### src/rtl/getir_birimi_pkg.sv
// Shared definitions for the instruction fetch unit: FSM state encodings,
// the conditional-branch opcode and the default reset PC.
// Latency: n/a (definitions only). Backpressure: n/a.
package getir_birimi_pkg;

   // Fetch FSM states, 2-bit encoded.
   typedef enum logic [1:0] {
      ISTE  = 2'b00,   // issue one memory request
      BEKLE = 2'b01,   // wait for the response
      SUN   = 2'b10,   // present the instruction to decode
      IPTAL = 2'b11    // drain a response made stale by a redirect
   } durum_t;

   localparam logic [6:0]  DALLANMA_OPKODU         = 7'b1100011;
   localparam logic [31:0] VARSAYILAN_BASLANGIC_PS = 32'h0000_0000;

   function automatic logic dallanma_mi(input logic [6:0] opkod);
      return (opkod == DALLANMA_OPKODU);
   endfunction

endpackage

### src/rtl/getir_birimi_sonraki_ps.sv
// Next-PC selector: predicted target for a conditional branch the predictor
// marks taken, otherwise ps+4 (wraps modulo 2^32). Purely combinational.
// Latency: 0 cycles. Backpressure: none.
// Ports: ps, opkod (instruction[6:0]), sonuc_dallan, sonuc_dallan_ps in;
//        sonraki_ps, tahmin out.
module sonraki_ps_secici
   import getir_birimi_pkg::*;
(
   input  logic [31:0] ps,
   input  logic [6:0]  opkod,
   input  logic        sonuc_dallan,
   input  logic [31:0] sonuc_dallan_ps,
   output logic [31:0] sonraki_ps,
   output logic        tahmin
);

   always_comb begin
      tahmin     = sonuc_dallan & dallanma_mi(opkod);
      sonraki_ps = tahmin ? sonuc_dallan_ps : (ps + 32'd4);
   end

endmodule

### src/rtl/getir_birimi.sv
// Instruction fetch unit: issues one word request at ps, waits for the reply,
// presents it to decode and advances ps (sequential or predicted target).
// Latency: request at n, presented at n+2 with 1-cycle memory; 1 instr / 3 cycles peak.
// Backpressure: holds the presented instruction until coz_hazir; duzelt overrides all.
// Ports: clk, rst; bellek_istek/adres out, bellek_hazir/veri in;
//        getir_ps/buyruk/gecerli, cikis_tahmin out; sonuc_dallan(_ps), coz_hazir,
//        duzelt(_ps) in.
module getir_birimi
   import getir_birimi_pkg::*;
#(
   parameter logic [31:0] BASLANGIC_PS = VARSAYILAN_BASLANGIC_PS
) (
   input  logic        clk,
   input  logic        rst,
   output logic        bellek_istek,
   output logic [31:0] bellek_adres,
   input  logic        bellek_hazir,
   input  logic [31:0] bellek_veri,
   output logic [31:0] getir_ps,
   output logic [31:0] getir_buyruk,
   output logic        getir_gecerli,
   input  logic        sonuc_dallan,
   input  logic [31:0] sonuc_dallan_ps,
   input  logic        coz_hazir,
   output logic        cikis_tahmin,
   input  logic        duzelt,
   input  logic [31:0] duzelt_ps
);

   durum_t      durum_q, durum_d;
   logic [31:0] ps_q, ps_d;
   logic [31:0] buyruk_q, buyruk_d;
   logic [31:0] sonraki_ps;
   logic        tahmin;

   sonraki_ps_secici u_sonraki_ps (
      .ps              (ps_q),
      .opkod           (buyruk_q[6:0]),
      .sonuc_dallan    (sonuc_dallan),
      .sonuc_dallan_ps (sonuc_dallan_ps),
      .sonraki_ps      (sonraki_ps),
      .tahmin          (tahmin)
   );

   always_ff @(posedge clk) begin
      if (rst) begin
         durum_q  <= ISTE;
         ps_q     <= BASLANGIC_PS;
         buyruk_q <= '0;
      end else begin
         durum_q  <= durum_d;
         ps_q     <= ps_d;
         buyruk_q <= buyruk_d;
      end
   end

   always_comb begin
      durum_d  = durum_q;
      ps_d     = ps_q;
      buyruk_d = buyruk_q;
      if (duzelt) begin
         // Redirect wins over everything; the low two bits are not part of a
         // word address.
         ps_d = duzelt_ps & 32'hFFFF_FFFC;
         case (durum_q)
            // A request is in flight: if its reply lands this very cycle it is
            // simply dropped, otherwise it must be drained in IPTAL so that only
            // one request is ever outstanding.
            BEKLE, IPTAL: durum_d = bellek_hazir ? ISTE : IPTAL;
            default:      durum_d = ISTE;
         endcase
      end else begin
         case (durum_q)
            ISTE:  durum_d = BEKLE;
            BEKLE: begin
               if (bellek_hazir) begin
                  buyruk_d = bellek_veri;
                  durum_d  = SUN;
               end
            end
            SUN: begin
               if (coz_hazir) begin
                  ps_d    = sonraki_ps;
                  durum_d = ISTE;
               end
            end
            IPTAL: begin
               if (bellek_hazir) durum_d = ISTE;
            end
            default: durum_d = ISTE;
         endcase
      end
   end

   // No request while reset is held or while a redirect is being taken: the
   // request must go out at the new PC in the following cycle.
   assign bellek_istek  = (durum_q == ISTE) & ~rst & ~duzelt;
   assign bellek_adres  = ps_q;
   assign getir_ps      = ps_q;
   assign getir_buyruk  = buyruk_q;
   assign getir_gecerli = (durum_q == SUN);
   assign cikis_tahmin  = tahmin;

endmodule

### config.mk
export PLATFORM = sky130hd
export DESIGN_NAME = getir_birimi
export DESIGN_NICKNAME = d
export VERILOG_FILES = /design/src/rtl/getir_birimi_pkg.sv /design/src/rtl/getir_birimi_sonraki_ps.sv /design/src/rtl/getir_birimi.sv
export SDC_FILE = /design/constraint.sdc
export NUM_CORES = 1
export LEC_CHECK = 0
export CELL_PAD_IN_SITES_DETAIL_PLACEMENT = 1
export CELL_PAD_IN_SITES_GLOBAL_PLACEMENT = 2
export CORE_ASPECT_RATIO = 1.4
export CORE_MARGIN = 5
export CORE_UTILIZATION = 20
export DETAILED_ROUTE_END_ITERATION = 8
export MAX_ROUTING_LAYER = met4
export PLACE_DENSITY_LB_ADDON = 0.05
export SYNTH_ARGS = -nofsm -noshare
export SYNTH_HDL_FRONTEND = slang
export SYNTH_SLANG_ARGS = --single-unit
### constraint.sdc
create_clock -name clk -period 2.02 [get_ports clk]
set_input_delay 0.303 -clock clk [delete_from_list [all_inputs] [get_ports clk]]
set_output_delay 0.303 -clock clk [all_outputs]
set_load 0.01 [all_outputs]
=== After elaboration in Yosys (flattened, before gate mapping) ===
Index checks and enable logic that the tools add are counted.

* Bits in registers: 66
* Input bits: 102
* Output and inout bits: 99

* $add $sub $neg: 1
* Eq/ne operators: 7
* Multiplexer cells: 11
* Bitwise gates (word level): 5
* Reductions and logical operators: 9

{| class="wikitable"
|+ Operators by type and width
! kind !! number
|-
| $mux W32 || 4
|-
| $add A32 B3 Y32 const B || 1
|-
| $mux W2 || 6
|-
| $pmux W2 S4 || 1
|-
| $eq A7 B7 Y1 const B || 1
|-
| $ne A3 B3 Y1 const B || 2
|-
| $reduce_and A3 Y1 || 2
|-
| $eq A2 B2 Y1 const B || 2
|-
| $reduce_and A2 Y1 || 2
|-
| $reduce_bool A2 Y1 || 2
|-
| $reduce_or A2 Y1 || 2
|-
| $and A1 B1 Y1 || 3
|-
| $ne A3 B1 Y1 const B || 1
|-
| $eq A2 B1 Y1 const B || 1
|-
| $logic_not A2 Y1 || 1
|-
| $not A1 Y1 || 2
|}

=== Logic depth before layout (Yosys ltp) ===
Gate-level depths: netlist (run 1).

* Depth after elaboration: 6
* Gate-level depth with buffers: 8
* Depth with buffers taken out: 6

=== Cells and area by module ===
From an unflattened synthesis (run 1), not the netlist that was laid out.

* Cells, all modules: 531
* Area total of the unflattened synthesis: 4222.8 µm²

{| class="wikitable"
|+ By module, submodules not included
! module !! instances !! cells each !! area an instance (µm²) !! seq. area each (µm²)
|-
| getir_birimi || 1 || 361 || 3218.1 || 1321.3
|-
| sonraki_ps_secici || 1 || 170 || 1004.7 || 0.0
|}

=== Worst setup path before layout (run 1) ===
OpenSTA, ideal clock, no wires.

* Path kind: register to register
* From: reg ps_q[2] (netlist: bellek_adres[2])
* To: reg ps_q[30] (netlist: bellek_adres[30])
* Arrival time: 1.715 ns
* Data required time: 1.888 ns
* Slack: 0.173 ns
* Stages on the path, launching flop included: 7
* Path buffers: 0
* Clock period less this slack: 1.847 ns
* Cell sequence: dfxtp_1 ha_1 and4_1 nand3_1 nor4_1 xnor2_1 o21ai_1

* Longest elaborated chain between the ends: 5

{| class="wikitable"
|+ RTL lines
! element !! RTL line !! text
|-
| start, declared || getir_birimi.sv:31 || <nowiki>logic [31:0] ps_q, ps_d;</nowiki>
|-
| start signal, assigned || getir_birimi.sv:52 || <nowiki>ps_q <= ps_d;</nowiki>
|-
| $add A32 B3 Y32 || getir_birimi_sonraki_ps.sv:19 || <nowiki>sonraki_ps = tahmin ? sonuc_dallan_ps : (ps + 32'd4);</nowiki>
|-
| $mux W32 || getir_birimi_sonraki_ps.sv:19 ||
|-
| $mux W32 || getir_birimi.sv:82 || <nowiki>if (coz_hazir) begin</nowiki>
|-
| $mux W32 || getir_birimi.sv:73 || <nowiki>case (durum_q)</nowiki>
|-
| $mux W32 || getir_birimi.sv:61 || <nowiki>if (duzelt) begin</nowiki>
|}

No other way between the ends. The select of a mux whose other input is x is not followed.
A chain may end at the register's enable or synchronous reset.

=== Worst setup path after layout (run 1) ===
* From: in sonuc_dallan
* To: reg ps_q[20] (netlist: bellek_adres[20])

* Longest elaborated chain between the ends: 5

{| class="wikitable"
|+ RTL lines
! element !! RTL line !! text
|-
| start, declared || getir_birimi.sv:22 || <nowiki>input logic sonuc_dallan,</nowiki>
|-
| $and A1 B1 Y1 || getir_birimi_sonraki_ps.sv:18 || <nowiki>tahmin = sonuc_dallan & dallanma_mi(opkod);</nowiki>
|-
| $mux W32 || getir_birimi_sonraki_ps.sv:19 ||
|-
| $mux W32 || getir_birimi.sv:82 ||
|-
| $mux W32 || getir_birimi.sv:73 ||
|-
| $mux W32 || getir_birimi.sv:61 ||
|}

No other way between the ends. The select of a mux whose other input is x is not followed.

==> flow_results.org, run 1 <==
** Final layout
- Most frequent standard cell in the layout excluding fill and tap cells :: clkdlybuf4s50_1
- ANT cells :: 0
- For this run, the post-layout net count is 783.
- In the layout the commonest cells are clkdlybuf4s50_1, nand2_1, a21oi_1.
- Ratio of cells with drive above 1 in the final layout :: about a tenth
- The filler cells instantiated in the layout total about 2200.
- From synthesis to final layout, the design area changed by 67.9%.

** Run status
- Result of the run :: finished, final reports clean

** Floorplan
- The total area inside the core boundary comes to 18500 µm².
- 201 I/O pins were placed.
- The floorplan step defined a die boundary enclosing around 21000 µm².
- Die width :: between 100 and 150 µm
- For this configuration, the core starts out at a cell density of between 20% and 30%.
- Die Span Y :: between 150 and 200 µm
- Row Count :: roughly 60

** Critical path
- STA classifies the critical path startpoint as a primary input.
- Data arrives at the worst endpoint at around 2.2 ns.
- STA classifies the critical path endpoint as a flop.
- Register-to-register setup slack :: roughly 0.14 ns
- Worst-case reg-to-reg path depth :: 7
- In this run the critical register-to-register path is launched from getir_buyruk[4].
- Maximum fanout along the worst path :: 19
- Required time worst endpoint :: ~2.3 ns
- The worst register-to-register path ends at bellek_adres[20].
- Critical path cell sequence :: clkdlybuf4s50_1 > nand4b_1 > or4_4 > buf_4 > nor3_4 > buf_12 > a21oi_1 > o21ai_1
- The critical path is of the in2reg type.
- Largest stage delay on the critical path :: about 0.50 ns
- CP max stage cell :: or4_4

** Route
- Detail-routed net length per standard cell :: 17.5 µm
- The routed layout has roughly 4200 vias.
- DRC Markers :: 0
- Vias per std cell :: approximately 4.5
- The first detailed-routing pass took 4 iterations.
- Total routed wirelength :: 16.3 mm
- 1st-iter DRT viols :: between 100 and 150
- In this run the remaining antenna-violating nets after routing total 0.

** Timing
- Setup violations remaining at the end of the flow were counted as 0.
- Final Slew Violations :: 0
- Once routing completed, OpenROAD measured the worst setup slack at roughly 0.10 ns.
- The clock period could shrink to 1.92 ns.
- Across all hold checks on the routed design, the worst slack comes to approximately 0.42 ns.
- Worst-Margin Slew :: approximately 0.58 ns
- Top achievable clock speed :: 0.522 GHz
- Worst slew margin relative to its limit :: approximately three fifths
- For the final database, setup skew stands at roughly 0.0095 ns.
- RSZ-0062 raised after global routing :: no
- Period utilization :: a little over nine tenths
- The count of final hold-check violations came to 0.

** Synthesis
- Cell Area, Synth :: between 3000 and 4000 µm²
- Of all cell types, the one taking the most synthesized area is dfxtp_1.
- Share of Yosys cell area claimed by the top area cell type :: between 30% and 40%
- In this run, synthesis produced a sequential element count of 66.
- Among all flip-flop cells after synthesis, the most frequent one is dfxtp_1.
- Post-synthesis average cell area :: roughly 7.4 µm²
- Post-synth EDFFs :: 0
- Synthesis produced a netlist whose cell count is 501.
- Summing the sequential cell areas from Yosys gives 35.6% of the chip area.
- Post-synth ARST share :: 0%
- Synth Net Count :: around 600
- During synthesis, Yosys emitted a total of 0 warnings.
- Number of library cell types mapped by synthesis :: 53
- After synthesis, the cell types taking the most area are dfxtp_1, a21oi_1, nand2_1.

** CTS
- The number of setup buffers added after CTS is 0.
- The tree is rooted in a clkbuf_16.
- H-tree lvl count :: 3
- The number of clock buffers added by TritonCTS is 9.
- The tree built by TritonCTS fans out to between 60 and 70 sinks.
- Clock latency at the later pin of the worst-skew pair :: about 0.34 ns
- Counting along the longest clock path gives a buffer depth of 2.
- Clock tree from TritonCTS :: built
- Clock slew at reported path FFs :: roughly 0.06 ns

** Global routing
- GRT Overall Usage :: 15.3%
- The via count of the first global-routing pass is between 4000 and 5000.
- Maximum number of pins on one net before global-route repair :: 45
- The first global-routing pass estimated 25.4 mm of wire.
- Total congestion overflow after global routing :: 0
- Initial antenna violation count :: 0

** Power and ir drop
- Lkg Pwr :: between 2 and 2.5 nW
- Power per unit of standard cell area :: 618 nW/µm²
- Worst-case vdd ir drop :: approximately 0.00027 V
- Total power for the finished layout comes to between 0.003 and 0.004 W.

** Min path
- The worst hold path belongs to the class in2reg.
- The worst hold path begins at rst.
- Along the worst hold path, the cell count comes to 4.

** Placed design
- Dpl ws :: -0.286 ns
- After legalization and detailed placement, the total HPWL measured 12.0 mm.
- Buffers placed on the I/O ports in this run total between 150 and 200.
- Final Wtd Congestion :: around 0.73

** Run
- Number of violations of the max-capacitance limit :: 0
==> critical path: cells and delay by family <==
kind            cells  cell delay, ns
buf+inv             3            0.87
compound gates      2            0.16
simple gates        3            0.84
==> through the flow <==
step,setup TNS (ns),utilization (%),std cells,area (µm²)
after global placement,-5.18,32.0,913,5900
after global routing,0,33.7,929,6220
after floorplan,0,-,501,3710
after CTS,0,33.7,929,6220
after detailed placement,-6.47,32.0,913,5900
final,0,33.7,929,6220
==> synth_stat cells, drive strengths merged (2+ instances only) <==
| cell | number |
|---|---|
| a221oi | 2 |
| a2111oi | 2 |
| and3 | 4 |
| nand2 | 101 |
| nand3 | 34 |
| nor4 | 15 |
| nand4 | 5 |
| nor3 | 10 |
| o21a | 2 |
| a31oi | 2 |
| nor2 | 10 |
| or3 | 4 |
| inv | 13 |
| nand2b | 2 |
| o211ai | 4 |
| xnor2 | 21 |
| o21ai | 28 |
| a221o | 3 |
| dfxtp | 66 |
| buf | 41 |
| and4 | 3 |
| o22ai | 2 |
| a21oi | 81 |
| clkbuf | 28 |
==> cells by family (layout without fill, tap and decap cells) <==
group	after synthesis	after routing	synth area share, %
multiplexers	2	2	0.574
flip-flops	66	66	35.6
AND/OR/NAND/NOR	195	195	25.2
adder cells (fa/ha/maj)	1	1	0.337
AO/OA/AOI/OAI	132	132	20.2
XOR/XNOR	22	22	5.20
buffers and inverters	83	267	12.9
==> power breakdown <==
part / switching (W) / internal, W / leakage [nW]
clock: 0.000613 / 0.00111 / 0.156
combinational: 0.000293 / 0.000423 / 1.43
sequential: 0.0000489 / 0.00136 / 0.539
total: 0.000955 / 0.00289 / 2.13
==> registers in the layout, summed over array words and instances, names as in the netlist, named ones only <==
signal        count
durum_q           2
getir_buyruk     32
bellek_adres     30
==> cell type report <==
cell class / count / area, µm² / share of cell area [%]
timing repair buffer: 237 / 2310 / 37.1
multi-input combinational: 352 / 1910 / 30.7
sequential: 66 / 1320 / 21.2
tap: 244 / 305 / 4.91
clock buffer: 11 / 243 / 3.90
clock inverter: 5 / 77.6 / 1.25
inverter: 14 / 53.8 / 0.864
==> what timing repair did <==
action | 4_1_cts | 5_1_grt
hold buffers | 0 | 0
gates resized for setup | 2 | 2
cloned | 0 | 0
pin swaps | 0 | 0
endpoints found under the setup margin | 1 | 2
==> per-layer routing <==
layer  track usage [%]  wire [µm]  vias up
met3              4.15        864       10
met2              28.5       8740      115
li1                  -          -     2065
met1              16.1       6530     1993
met4              3.82        127        0
met5                 -          0        -
==> worst max path at each step <==
| stage | start | endpoint | slack (ns) | cells after the start |
|---|---|---|---|---|
| CTS | sonuc_dallan | cikis_tahmin | 0.008 | 5 |
| finish | sonuc_dallan | bellek_adres[20] | 0.10 | 8 |
| floorplan | bellek_adres[2] | bellek_adres[30] | 0.17 | 6 |
| global route | bellek_adres[2] | bellek_adres[24] | 0.003 | 7 |
| detailed placement | sonuc_dallan | cikis_tahmin | -0.29 | 5 |
| global placement | sonuc_dallan | cikis_tahmin | -0.28 | 5 |
Note: power is estimated with default switching activity, not from simulation.
==> run 2, diff against run 1 <==
- CORE_UTILIZATION: 20 -> 22
- REMOVE_ABC_BUFFERS: default -> 1
- SYNTH_HIERARCHICAL: default -> 1
==> run 2 against run 1 <==
Compared with the run above:
- the run now ends with setup timing left
- die area is 3.3% higher
- worst setup slack got worse by 0.14 ns
- clock skew down 0.0017 ns
- fmax decreased by 6.7%
- sequential share of layout area is 2.6 points lower
- count of clock-buffer cells in the layout shrank 1
- global-route usage rose by 0.47 points
- register-to-register slack got worse by 0.17 ns
- routed wire length is 7.6% higher
- first-iteration DRC count decreased by 15%
- critical endpoint is now bellek_adres[31]
- largest power group unchanged
==> flow_results.org, run 2 <==
** Run status
- Result of the run :: finished, violations left
- The final reports fail on setup timing.

** Final layout
- Post-layout net count :: 836 (+6.8%)
- The post-layout instance area was 7220 µm² (+16%).
- Final-layout fill cell count :: 2236 (+0.22%)
- Area of the multi-input gates :: 2480 µm² (+30%)
- Relative to the synthesized area, the layout overhead comes to 71.0%.
- Leading cell types in the layout, fill and taps excluded :: clkdlybuf4s50_1, nand2_1, buf_4
- The final standard cell count with taps included and fillers excluded is 987 (+6.2%).
- The area of all sequential standard cells came to 1350 µm² (+2.0%).
- Ratio of cells with drive above 1 in the final layout :: 27.2% (+17 points)
- Leaving out fill and tap cells, the most frequent cell in the layout is clkdlybuf4s50_1.

** Timing
- Final Slew Violations :: 0 (unchanged)
- The minimum setup slack in the final design is -0.0339 ns (-0.138 ns).
- The clock period minus final worst setup slack came to 2.05 ns (+0.138 ns).
- The transition at the pin with the smallest max-transition slack is 0.981 ns (+0.405 ns).
- Final count of hold timing violations :: 0 (unchanged)
- Top achievable clock speed :: 0.487 GHz (-6.7%)
- Worst slew margin relative to its limit :: 34.6% (-27 points)
- Period utilization :: 102% (+6.8 points)
- Skew final :: 0.00785 ns (-0.00166 ns)
- Final setup violation count :: 3 (+3)
- Setup repair after global routing could not meet its margin everywhere.

** Critical path
- Kind of cell with the highest combined delay on the critical path :: simple AND/OR/NAND/NOR gates
- Critical path destination :: bellek_adres[31]
- Register-to-register setup slack :: -0.03 ns (-0.17 ns)
- The endpoint identified for the worst register-to-register timing path is bellek_adres[31].
- Worst endpoint data arrival time :: 2.30 ns (+0.12 ns)
- The critical path goes through nand3_2 > or4_4 > or4_4 > a31oi_4 > a21oi_2 > a221oi_2.
- Count of buffering cells on the critical path with inverters included :: 0 (-3)
- The top fanout value on the critical path came to 4 (-15).
- Setup crit start kind :: flop
- Class of the most critical setup path :: reg2reg
- The startpoint identified for the worst register-to-register timing path is bellek_adres[9].
- The data required time at the worst endpoint came to 2.26 ns (-0.03 ns).
- The slowest stage of the critical path belongs to the cell or4_4.
- The maximum cell stage delay along the critical path is 0.54 ns (+0.04 ns).
- Worst path depth :: 6 (-2)
- Worst setup path startpoint :: bellek_adres[9]
- Critical path's most frequent cell :: or4_4
- Worst-case reg-to-reg path depth :: 6 (-1)
- Critical path endpoint category :: flop

** Route
- Total number of vias :: 4605 (+10%)
- The post-route antenna net violation count came to 0 (unchanged).
- The number of DRC violations after detailed-routing iteration 0 is 105 (-15%).
- The average wire length per cell after detail routing is 17.7 µm (+1.3%).
- Total routed wirelength :: 17.5 mm (+7.6%)
- DRC Markers :: 0 (unchanged)
- Vias per std cell :: 4.67 (+3.6%)
- The detailed-routing iteration count for the pre-antenna-repair pass came to 4 (unchanged).

** Synthesis
- Number of library cell types mapped by synthesis :: 41 (-23%)
- Cell types with the largest area share after synthesis :: dfxtp_1, a221oi_2, nand2_1
- The average cell area after synthesis is 7.95 µm² (+7.5%).
- The number of enable flip-flop cells after synthesis came to 0 (unchanged).
- Flip-flop cell with the highest count after synthesis :: dfxtp_1
- Commonest cells in the netlist :: nand2_1, dfxtp_1, a21oi_1
- Register bit count reported by yosys :: 66 (unchanged)
- Post-synth ARST share :: 0% (unchanged)
- Share of Yosys cell area claimed by the top area cell type :: 31.3% (-4.4 points)
- Synth Warn # :: 6 (+6)
- The total standard cell area after synthesis was 4220 µm² (+14%).
- Library cell with the largest summed area after synthesis :: dfxtp_1
- The register area share after synthesis was 31.3% (-4.4 points).
- Top-count cell post-synth :: nand2_1
- Number of instances in the synthesized netlist :: 531 (+6.0%)

** Floorplan
- The number of standard-cell rows in the floorplan was 60 (+1.7%).
- Initial cell density of the core :: 22.1% (+2.1 points)
- Die Span Y :: 174 µm (+1.7%)
- The top-level port count came to 201 (unchanged).
- Placeable Area :: 19100 µm² (+3.3%)
- Die width :: 127 µm (+1.6%)
- Die footprint :: 22100 µm² (+3.3%)

** Global routing
- First-pass GRT wire length :: 27.0 mm (+6.2%)
- The remaining global-route overflow came to 0 (unchanged).
- GRT Overall Usage :: 15.8% (+0.47 points)
- The pin count of the biggest net entering global routing is 68 (+51%).
- The number of antenna violations at the first check in global routing came to 1 (+1).
- The via count of the first global-routing pass is 4908 (+6.7%).

** Placed design
- The final weighted congestion of routability-driven global placement was 0.763 (+4.6%).
- The instance area after placement came to 6530 µm² (+11%).
- The total instance count after detailed placement came to 963 (+5.5%).
- Post-detailed-placement half-perimeter wirelength :: 12.5 mm (+4.2%)
- The count of buffers from port buffering is 198 (unchanged).

** CTS
- Root buffer cell :: clkbuf_16
- Clock latency at the later pin of the worst-skew pair :: 0.34 ns (about the same)
- Clock slew at reported path FFs :: 0.06 ns (about the same)
- The number of buffers added to fix hold violations after cts was 0 (unchanged).
- The number of clock buffers inserted by TritonCTS came to 9 (unchanged).
- The largest buffer count on any clock path was 2 (unchanged).
- TritonCTS built the clock tree.
- H-tree lvl count :: 3 (unchanged)
- Sink Count :: 66 (unchanged)

** Power and ir drop
- Lkg Pwr :: 2.63 nW (+24%)
- Worst-case vdd ir drop :: 0.000316 V (+17%)
- Power per unit of standard cell area :: 581 nW/µm² (-6.0%)

** Run
- The number of max-cap violations was 0 (unchanged).

** Min path
- Start point of the worst min-delay path :: getir_buyruk[17]
- Classification of the worst-slack hold path :: reg2reg
-- run 2: worst min-delay path by stage --
stage	slack (ns)	endpoint	cells after the start
4_1_cts	0.46	getir_buyruk[10]	2
6_report	0.46	getir_buyruk[17]	2
2_1_floorplan	0.37	getir_buyruk[3]	1
3_5_place_dp	0.45	getir_buyruk[14]	2
3_3_place_gp	0.44	getir_buyruk[21]	2
5_1_grt	0.48	getir_buyruk[15]	2
-- run 2: logic make-up (layout without fill, tap and decap cells) --
logic type / Yosys count / after routing / synth area share, %
simple gates: 198 / 198 / 22.3
compound gates: 139 / 139 / 27.1
buf+inv: 109 / 316 / 15.1
flops: 66 / 66 / 31.3
xor+xnor: 13 / 13 / 2.70
mux: 5 / 5 / 1.27
fa+ha+maj: 1 / 1 / 0.296
other cells: 0 / 1 / 0
-- run 2: area by class of cell --
type                    instances  share of cell area (%)
diodes                          1                  0.0347
flip-flops and latches         66                    18.7
clock buffers                  10                    3.17
well taps                     248                    4.30
repair buffers                267                    36.1
multi-input cells             356                    34.4
inverters                      33                    1.72
clock inverters                 6                    1.59
-- run 2: power breakdown --
part	leakage [nW]	switching [W]	internal [W]
Sequential	0.546	0.0000499	0.00137
Combinational	1.92	0.000392	0.000526
Clock	0.163	0.000648	0.00121
Total	2.63	0.00109	0.00310
-- run 2: metrics by stage --
step / total power (W) / hold WS (ns) / worst slack [ns] / setup TNS (ns) / util (%)
2_1_floorplan: 0.00173 / 0.365 / -0.445 / -9.89 / -
3_3_place_gp: 0.00233 / 0.442 / -0.455 / -12.21 / 34.2
3_5_place_dp: 0.00235 / 0.451 / -0.512 / -13.33 / 34.2
4_1_cts: 0.00427 / 0.463 / -0.0295 / -0.0450 / 36.4
5_1_grt: 0.00439 / 0.477 / -0.0821 / -0.425 / 37.9
6_report: 0.00419 / 0.459 / -0.0339 / -0.0424 / 37.9
-- run 2: worst reg2reg max path, stage by stage, from the launching register on --
cell      delay (ns)
dfxtp_2         0.36
nand3_2         0.11
or4_4           0.54
or4_4           0.44
a31oi_4         0.19
a21oi_2         0.07
a221oi_2        0.24
-- run 2: routing by layer --
layer  global-route usage (%)  vias up  wire [µm]
met3                     5.35       12       1220
met5                        -        -          0
li1                         -     2234          -
met4                     4.11        0        212
met2                     27.9      133       9340
met1                     16.8     2226       6730
-- run 2: what timing repair did --
| item | in CTS | in global routing |
|---|---|---|
| endpoints found under the setup margin | 28 | 16 |
| cloned | 0 | 2 |
| resized for setup | 25 | 46 |
| setup buffers | 1 | 4 |
| pin swaps | 9 | 35 |
==> run 3, diff against run 2 <==
- CORE_MARGIN: 5 -> default
==> run 3 against run 2 <==
Compared with the run above:
- flip-flop and latch count unchanged
- the flow still finishes with violations (setup timing)
- fmax shrank 0.73%
- critical endpoint unchanged
- via count is 0.50% higher
- critical path type unchanged
==> flow_results.org, run 3 (same netlist as run 2, synthesis figures left out) <==
** Timing
- The final setup skew is 0.00595 ns (-0.00190 ns).
- Final Slew Violations :: 0 (unchanged)
- Worst-Margin Slew :: 0.557 ns (-0.424 ns)
- Period utilization :: 102% (+0.75 points)
- Final count of hold timing violations :: 0 (unchanged)
- Worst Slack Setup Final :: -0.0490 ns (-0.0151 ns)
- The tightest slew margin relative to the limit was 62.9% (+28 points).
- The clock period minus final worst setup slack was 2.07 ns (+0.0151 ns).
- The final count of negative-setup-slack endpoints is 2 (-1).
- The highest achievable clock rate is 0.483 GHz (-0.73%).
- Setup repair after global routing could not meet its margin everywhere.

** Route
- Number of optimization iterations in the first detailed-route pass :: 4 (unchanged)
- 1st-iter DRT viols :: 136 (+30%)
- Vias per std cell :: 4.67 (+0.19%)
- The average wire length per cell after detail routing was 17.2 µm (-3.1%).
- Total number of vias :: 4628 (+0.50%)
- The total routed wirelength was 17.0 mm (-2.8%).
- The post-detailed-route DRC marker count was 0 (unchanged).
- Post-route ant nets :: 0 (unchanged)

** CTS
- Clock slew at reported path FFs :: 0.06 ns (about the same)
- The clock latency reported for the late side of the worst-skew pair came to 0.34 ns (about the same).
- Clock tree from TritonCTS :: built
- The number of buffers added to fix hold violations after cts came to 0 (unchanged).
- H-tree lvl count :: 3 (unchanged)
- The number of clock buffers inserted by TritonCTS is 9 (unchanged).
- The largest buffer count on any clock path is 2 (unchanged).
- The tree is rooted in a clkbuf_16.
- Sink Count :: 66 (unchanged)

** Final layout
- The fraction of layout instances using a drive strength above 1 came to 28.6% (+1.3 points).
- Leading cell types in the layout, fill and taps excluded :: clkdlybuf4s50_1, nand2_1, buf_4
- The area growth from synthesis to layout is 72.0%.
- Post-layout net count :: 844 (+0.96%)
- Leaving out fill and tap cells, the most frequent cell in the layout is clkdlybuf4s50_1.
- The number of inserted diodes is 0 (-1).
- The final standard cell count with taps included and fillers excluded was 990 (+0.30%).

** Floorplan
- Initial cell density of the core :: 22.6% (+0.46 points)
- The die width is 119 µm (-6.3%).
- The total die area was 19800 µm² (-11%).
- Row Count :: 59 (-1.7%)
- Die Span Y :: 166 µm (-4.6%)
- The top-level port count was 201 (unchanged).
- The area of the core region came to 18700 µm² (-2.1%).

** Power and ir drop
- The static leakage is 2.65 nW (+0.50%).
- Worst-case vdd ir drop :: 0.000354 V (+12%)
- Power per unit of standard cell area :: 563 nW/µm² (-3.0%)
- The combinational power share came to 22.8% (+0.9 points).
- The register share of total power is 34.7% (+0.9 points).
- The internal power summed over all cells was 0.00299 W (-3.8%).
- The net switching power of the design is 0.00110 W (+1.3%).
- The clock network fraction of design power came to 42.6% (-1.7 points).
- Fraction of power spent switching nets :: 27.0% (+1.0 points)

** Critical path
- The worst-case reg-to-reg path depth came to 6 (unchanged).
- The worst register-to-register path begins at bellek_adres[5].
- In this run the critical register-to-register path is captured at bellek_adres[31].
- Required time worst endpoint :: 2.28 ns (+0.02 ns)
- Setup crit start kind :: flop
- The minimum setup slack among reg-to-reg paths was -0.05 ns (-0.02 ns).
- The critical path data arrival time is 2.33 ns (+0.03 ns).
- Class of the most critical setup path :: reg2reg
- Critical path endpoint category :: flop
- The top fanout value on the critical path is 3 (-1).

** Min path
- For hold timing, the worst endpoint is getir_buyruk[30].
- In this run the most critical hold path is launched from getir_buyruk[30].
- Classification of the worst-slack hold path :: reg2reg
- Worst hold path stage count :: 2 (unchanged)

** Run status
- The run finished, with violations left.
- The final reports fail on setup timing.

** Global routing
- The overall fraction of global-route tracks in use came to 17.7% (+1.9 points).
- Maximum number of pins on one net before global-route repair :: 49 (-28%)
- Vias in the first global route :: 5003 (+1.9%)
- The number of antenna violations at the first check in global routing came to 0 (-1).
- First-pass GRT wire length :: 26.5 mm (-1.7%)
- The remaining global-route overflow was 0 (unchanged).

** Placed design
- The worst slack after detailed placement is -0.490 ns (+0.0223 ns).
- The count of buffers from port buffering came to 198 (unchanged).
- Final Wtd Congestion :: 0.752 (-1.5%)
- # placed instances :: 966 (+0.31%)
- Post-detailed-placement half-perimeter wirelength :: 12.1 mm (-3.6%)

** Run
- Number of violations of the max-capacitance limit :: 0 (unchanged)
==> run 3: cell count changes in the layout (fill, tap and decap cells not counted), moves of 2 or more <==
cell / delta
buf_4: +9
dfxtp_1: -2
dfxtp_2: +2
or4_1: -2
or4_4: +2
==> run 3: critical path, cell delays in order, from the launching register on <==
cell and delay [ns]:
dfxtp_2 0.37, nand4_4 0.12, or4_4 0.55, or4_4 0.45
a31oi_4 0.22, a21oi_2 0.07, a221oi_2 0.21
==> run 3: area by class of cell <==
cell class	count	area, µm²
well taps	244	305
flip-flops and latches	66	1350
fillers	2175	11400
multi-input cells	356	2510
clock buffers	10	229
inverters	33	124
repair buffers	275	2650
clock inverters	6	90.1
==> run 3: worst max path at each step <==
stage                     startpoint                to  cells after the start
detailed placement      sonuc_dallan   bellek_adres[0]                      7
CTS                  bellek_adres[2]  bellek_adres[31]                      6
global placement        sonuc_dallan      cikis_tahmin                      5
finish               bellek_adres[5]  bellek_adres[31]                      6
floorplan           bellek_adres[10]  bellek_adres[31]                      6
global route         bellek_adres[5]  bellek_adres[29]                      6
==> run 3: repair_timing <==
item | in CTS | in global routing
pin swaps | 10 | 21
resized for setup | 31 | 46
setup endpoints to repair | 26 | 15
cloned | 0 | 2
buffers inserted | 3 | 3
==> run 3: metal layers <==
metal | GRT usage [%] | vias up | wire, µm
li1 | - | 2250 | -
met4 | 6.11 | 0 | 350
met2 | 32.0 | 127 | 8950
met3 | 4.33 | 21 | 890
met5 | - | - | 0
met1 | 18.4 | 2230 | 6820
==> run 3: per-stage QoR <==
step | cell area (µm²) | TNS, ns | hold slack [ns] | utilization (%) | total power [W]
floorplan | 3710 | -9.89 | 0.365 | - | 0.00173
global placement | 6560 | -11.65 | 0.442 | 35.1 | 0.00233
detailed placement | 6560 | -13.57 | 0.451 | 35.1 | 0.00235
CTS | 6990 | -0.206 | 0.460 | 37.4 | 0.00415
global route | 7260 | -0.503 | 0.485 | 38.9 | 0.00428
finish | 7260 | -0.0574 | 0.456 | 38.9 | 0.00409
==> run 3: power by group through the flow <==
stage	combinational (W)	clock [W]	sequential (W)
after floorplan	0.000215	0	0.00151
after global placement	0.000895	0	0.00143
after detailed placement	0.000910	0	0.00144
after CTS	0.000925	0.00181	0.00142
after global routing	0.00101	0.00185	0.00143
final	0.000931	0.00174	0.00142
